File: src/rtl/sat_counter.sv
// Saturating up-counter with synchronous clear; clr takes priority over inc.
// Used by skip_seq_checker for its mismatch count.
module sat_counter #(
    parameter int WIDTH = 16
) (
    input  logic             clk,
    input  logic             rst,
    input  logic             inc,
    input  logic             clr,
    output logic [WIDTH-1:0] count
);

    localparam logic [WIDTH-1:0] MAX_VAL = '1;

    // Count inc events, sticking at the all-ones value instead of wrapping.
    always_ff @(posedge clk or posedge rst) begin
        if (rst) begin
            count <= '0;
        end else if (clr) begin
            count <= '0;
        end else if (inc && (count != MAX_VAL)) begin
            count <= count + 1'b1;
        end
    end

endmodule

File: config.mk
export PLATFORM = sky130hd
export DESIGN_NAME = sat_counter
export DESIGN_NICKNAME = d
export VERILOG_FILES = /design/src/rtl/sat_counter.sv
export SDC_FILE = /design/constraint.sdc
export NUM_CORES = 1
export LEC_CHECK = 0
export ABC_AREA = 1
export CAP_MARGIN = 20
export CORE_MARGIN = 5
export CORE_UTILIZATION = 55
export CTS_CLUSTER_DIAMETER = 120
export CTS_CLUSTER_SIZE = 16
export DETAILED_ROUTE_END_ITERATION = 8
export PLACE_DENSITY = 0.85
export SKIP_CTS_REPAIR_TIMING = 1
export SYNTH_ARGS = -nofsm -noshare
export SYNTH_HDL_FRONTEND = slang
export SYNTH_SLANG_ARGS = --single-unit
File: constraint.sdc
create_clock -name clk -period 2.75 [get_ports clk]
set_input_delay 0.275 -clock clk [delete_from_list [all_inputs] [get_ports clk]]
set_output_delay 0.275 -clock clk [all_outputs]
set_load 0.005 [all_outputs]
==> summary.md <==
| Metric | Value |
|---|---|
| Reg power frac | `55.6%` |
| Area grow syn2layout | `22.2%` |
| Placed Instances | `just over 200` |
| Residual antenna-violating net count after detailed routing | `0` |
| Outcome | `finished clean` |
| Worst Slack Setup Final | `roughly 0.82 ns` |
| Initial cell density of the core | `56.4%` |
| Total power draw | `around 0.43 mW` |
| HPWL Detailed | `~2.0 mm` |
| First-pass DRT Iterations | `4` |
| Area after DPL | `approximately 1300 um^2` |
| Period utilization | `a little over two thirds` |
| DRC errors left | `0` |
| Cell area after synthesis | `approximately 1100 um^2` |
| Antenna violations before repair | `0` |
| Die boundary width | `roughly 54 um` |
| Final core area utilization | `between 60 and 70%` |
| Global-route wire length before repair | `approximately 4.7 mm` |
| Critical path fanouts, max | `14` |
| Slack of the worst reg-to-reg path | `between 0.8 and 0.9 ns` |
| Post-synthesis net count | `164` |
| Total gr overflow | `0` |
| Share of cells above drive strength 1 | `a little over 7%` |
| Deepest clock path buffer count | `2` |
| Switching pwr | `~0.10 mW` |
| Largest reg by FF count | `count` |
| Hold crit path type | `in -> async` |
| FMAX | `slightly above 500 MHz` |
| Top layer reached by signal wires | `met4` |
| Share of power burned in the clock network | `a little over a third` |
| Die Footprint | `between 2000 and 3000 um^2` |
| Largest delay share family, worst path | `simple AND/OR/NAND/NOR gates` |
| Routability congestion estimate from global placement | `0.995` |
| Yosys top cell area share | `around 37%` |
| Relative contribution of combinational cells to total power | `under 10%` |
| Crit path launch | `count[0]` |
| Number of buffers added by the clock tree synthesis step | `3` |
| Clock slew at reported path FFs | `~0.1 ns` |
| Cell-by-cell trace of the critical path | `ha_1 > nand2_2 > nor2_8 > nand2_4 > nor2_4 > nor2_2 > nor2_4 > nand2_1 > nand2_1` |
| Drt wl/cell | `around 13 um` |
| Total number of placement rows | `16` |
| Die height | `54.4 um` |
| TritonCTS clock tree | `built` |
| Routed via count divided by cell count | `~5.3` |
| Number of vias in the routed layout | `~1100` |
| Filler cell count in the final layout | `between 150 and 200` |
| Largest voltage drop on the vdd net | `between 0.2 and 0.3 mV` |
| Largest net degree at the start of global routing | `17` |
| Instance count of the mapped netlist | `~160` |
| Maximum capacitance violations | `0` |
| Top flop regs | `count (16)` |
| Count of buffer and inverter cells on the critical path | `0` |
| Global routing usage summed across all routing layers | `between 20% and 30%` |
| # H-tree levels | `1` |
| Required time at the endpoint of the critical path | `about 2.9 ns` |
| Length of routed met3 wiring | `between 100 and 150 um` |
| Cell area power density | `between 300 and 400 nW/um^2` |
| Worst-case clock skew | `about 0.0040 ns` |
| Crit path max-delay cell type | `sky130_fd_sc_hd__nor2_2` |
| Worst hold margin | `0.371 ns` |
| Top post-synthesis cells by area | `sky130_fd_sc_hd__dfrtp_1 (37%), sky130_fd_sc_hd__nand2_1 (22%), sky130_fd_sc_hd__nand4_1 (6.4%)` |
| Worst skew pair latency | `between 0.2 and 0.3 ns` |
| Sum of met2 wire segment lengths after detailed routing | `approximately 1.3 mm` |
| Root cell of the clock tree | `sky130_fd_sc_hd__clkbuf_4` |
| Sequential fraction of the synthesis area | `37.0%` |
| Data arrival time of the worst path | `2.11 ns` |
| Vias in the first global route | `1087` |
| Number of clock sinks seen by CTS | `16` |
| Fin crit period | `roughly 1.9 ns` |
| Number of nets in the final layout | `185` |
| Final Instance Count excl. Fillers | `206` |
| Type of destination of the critical path | `flop` |
| Design internal power | `0.331 mW` |
| Design Area, Final | `around 1300 um^2` |
| Ports | `20` |
| RSZ-0062 raised after global routing | `no` |
| WL met1 | `approximately 1.3 mm` |
| Number of flip-flops and latches in the synthesized netlist | `16` |
| Number of antenna repair diodes | `0` |
| Setup WS pre-CTS | `0.878 ns` |
| Cell taking the most area after synthesis | `sky130_fd_sc_hd__dfrtp_1` |
| Startpoint type of the worst setup path | `flop` |
| Setup violation total in the final timing report | `0` |
| Synthesis Warnings | `0` |
| Number of input and output port buffers inserted | `19` |
| Worst-Margin Slew | `around 0.64 ns` |
| Number of pins exceeding their max-slew limit in the final report | `0` |
| Peak per-stage delay on the critical path | `0.48 ns` |
| Total negative slack for setup checks | `0 ns` |
| Worst r2r src | `count[0]` |
| Cell variety after synth | `24` |
| Drt initial violations | `55` |
| Number of hold violations in the final report | `0` |
| Switching share of power | `23.8%` |
| Normalized max-slew margin | `roughly 57%` |
| Class of the most critical setup path | `reg -> reg` |
| Number of flip-flops under the largest register name | `16` |
| Average instance area after synthesis | `6.81 um^2` |
| Core ar. | `1920 um^2` |
| Cell leakage power | `approximately 0.67 nW` |
| Aggregate routed wire length | `2.74 mm` |
-- path summary, 6_finish.rpt --
| check | cells past startpoint | to |
|---|---|---|
| worst max-delay path | 9 | count[10] |
| worst min-delay path | 2 | count[5] |
| worst max register to register | 9 | count[10] |
| worst min register to register | 2 | count[9] |
| max in group asynchronous | 2 | count[7] |
| min in group clk | 2 | count[9] |
-- layer usage --
| metal | up-vias | global-route usage, % |
|---|---|---|
| li1 | 540 | - |
| met1 | 517 | 28.8 |
| met2 | 40 | 36.5 |
| met3 | 2 | 3.00 |
| met4 | 0 | 9.96 |
| met5 | - | 0 |
-- worst reg2reg max path: stages (launching register included) --
cell and delay (ns):
sky130_fd_sc_hd__dfrtp_1 0.44, sky130_fd_sc_hd__ha_1 0.26, sky130_fd_sc_hd__nand2_2 0.13, sky130_fd_sc_hd__nor2_8 0.06, sky130_fd_sc_hd__nand2_4 0.08, sky130_fd_sc_hd__nor2_4 0.05, sky130_fd_sc_hd__nor2_2 0.48, sky130_fd_sc_hd__nor2_4 0.18
sky130_fd_sc_hd__nand2_1 0.10, sky130_fd_sc_hd__nand2_1 0.06
-- power by group through the flow --
| stage | clock network [mW] | logic (mW) | registers (mW) |
|---|---|---|---|
| 2_1_floorplan | 0 | 0.0212 | 0.245 |
| 4_1_cts | 0.163 | 0.0359 | 0.241 |
| 3_3_place_gp | 0 | 0.0353 | 0.245 |
| 5_1_grt | 0.173 | 0.0397 | 0.242 |
| 6_report | 0.157 | 0.0357 | 0.241 |
| 3_5_place_dp | 0 | 0.0356 | 0.246 |
-- cell usage after synthesis --
| master | n |
|---|---|
| sky130_fd_sc_hd__a21oi_1 | 1 |
| sky130_fd_sc_hd__buf_1 | 1 |
| sky130_fd_sc_hd__buf_2 | 1 |
| sky130_fd_sc_hd__buf_6 | 1 |
| sky130_fd_sc_hd__clkinv_1 | 1 |
| sky130_fd_sc_hd__dfrtp_1 | 16 |
| sky130_fd_sc_hd__ha_1 | 1 |
| sky130_fd_sc_hd__inv_1 | 16 |
| sky130_fd_sc_hd__inv_2 | 1 |
| sky130_fd_sc_hd__nand2_1 | 64 |
| sky130_fd_sc_hd__nand2_2 | 1 |
| sky130_fd_sc_hd__nand2_4 | 1 |
| sky130_fd_sc_hd__nand3_1 | 12 |
| sky130_fd_sc_hd__nand3b_1 | 2 |
| sky130_fd_sc_hd__nand4_1 | 11 |
| sky130_fd_sc_hd__nor2_1 | 16 |
| sky130_fd_sc_hd__nor2_2 | 2 |
| sky130_fd_sc_hd__nor2_4 | 3 |
| sky130_fd_sc_hd__nor2_8 | 1 |
| sky130_fd_sc_hd__nor3_1 | 1 |
| sky130_fd_sc_hd__o21ai_0 | 1 |
| sky130_fd_sc_hd__o21ai_1 | 1 |
| sky130_fd_sc_hd__xnor2_1 | 2 |
| sky130_fd_sc_hd__xor2_1 | 2 |
-- placed cells by master (no fill, tap or decap), types with 2 or more instances in the layout --
cell type and count:
sky130_fd_sc_hd__nand3_1 12, sky130_fd_sc_hd__nor2_2 2, sky130_fd_sc_hd__clkbuf_4 3, sky130_fd_sc_hd__nor2_4 3, sky130_fd_sc_hd__nor2_1 16, sky130_fd_sc_hd__xor2_1 2
sky130_fd_sc_hd__xnor2_1 2, sky130_fd_sc_hd__nand3b_1 2, sky130_fd_sc_hd__nand2_1 64, sky130_fd_sc_hd__inv_1 16, sky130_fd_sc_hd__dfrtp_1 16, sky130_fd_sc_hd__clkdlybuf4s50_1 19
sky130_fd_sc_hd__nand4_1 11
-- final cells by class --
class / count / area (um^2) / share of cell area (%)
multi-input combinational: 122 / 596 / 45.0
sequential: 16 / 400 / 30.2
timing repair buffer: 19 / 190 / 14.4
inverter: 18 / 67.6 / 5.10
clock buffer: 4 / 36.3 / 2.74
tap: 27 / 33.8 / 2.55
-- cell families after synthesis --
group	synth area share [%]
buf+inv	8.08
xor+xnor	3.23
compound gates	1.38
fa+ha+maj	1.15
simple gates	49.2
flops	37.0
Note: power is estimated with default switching activity, not from simulation.
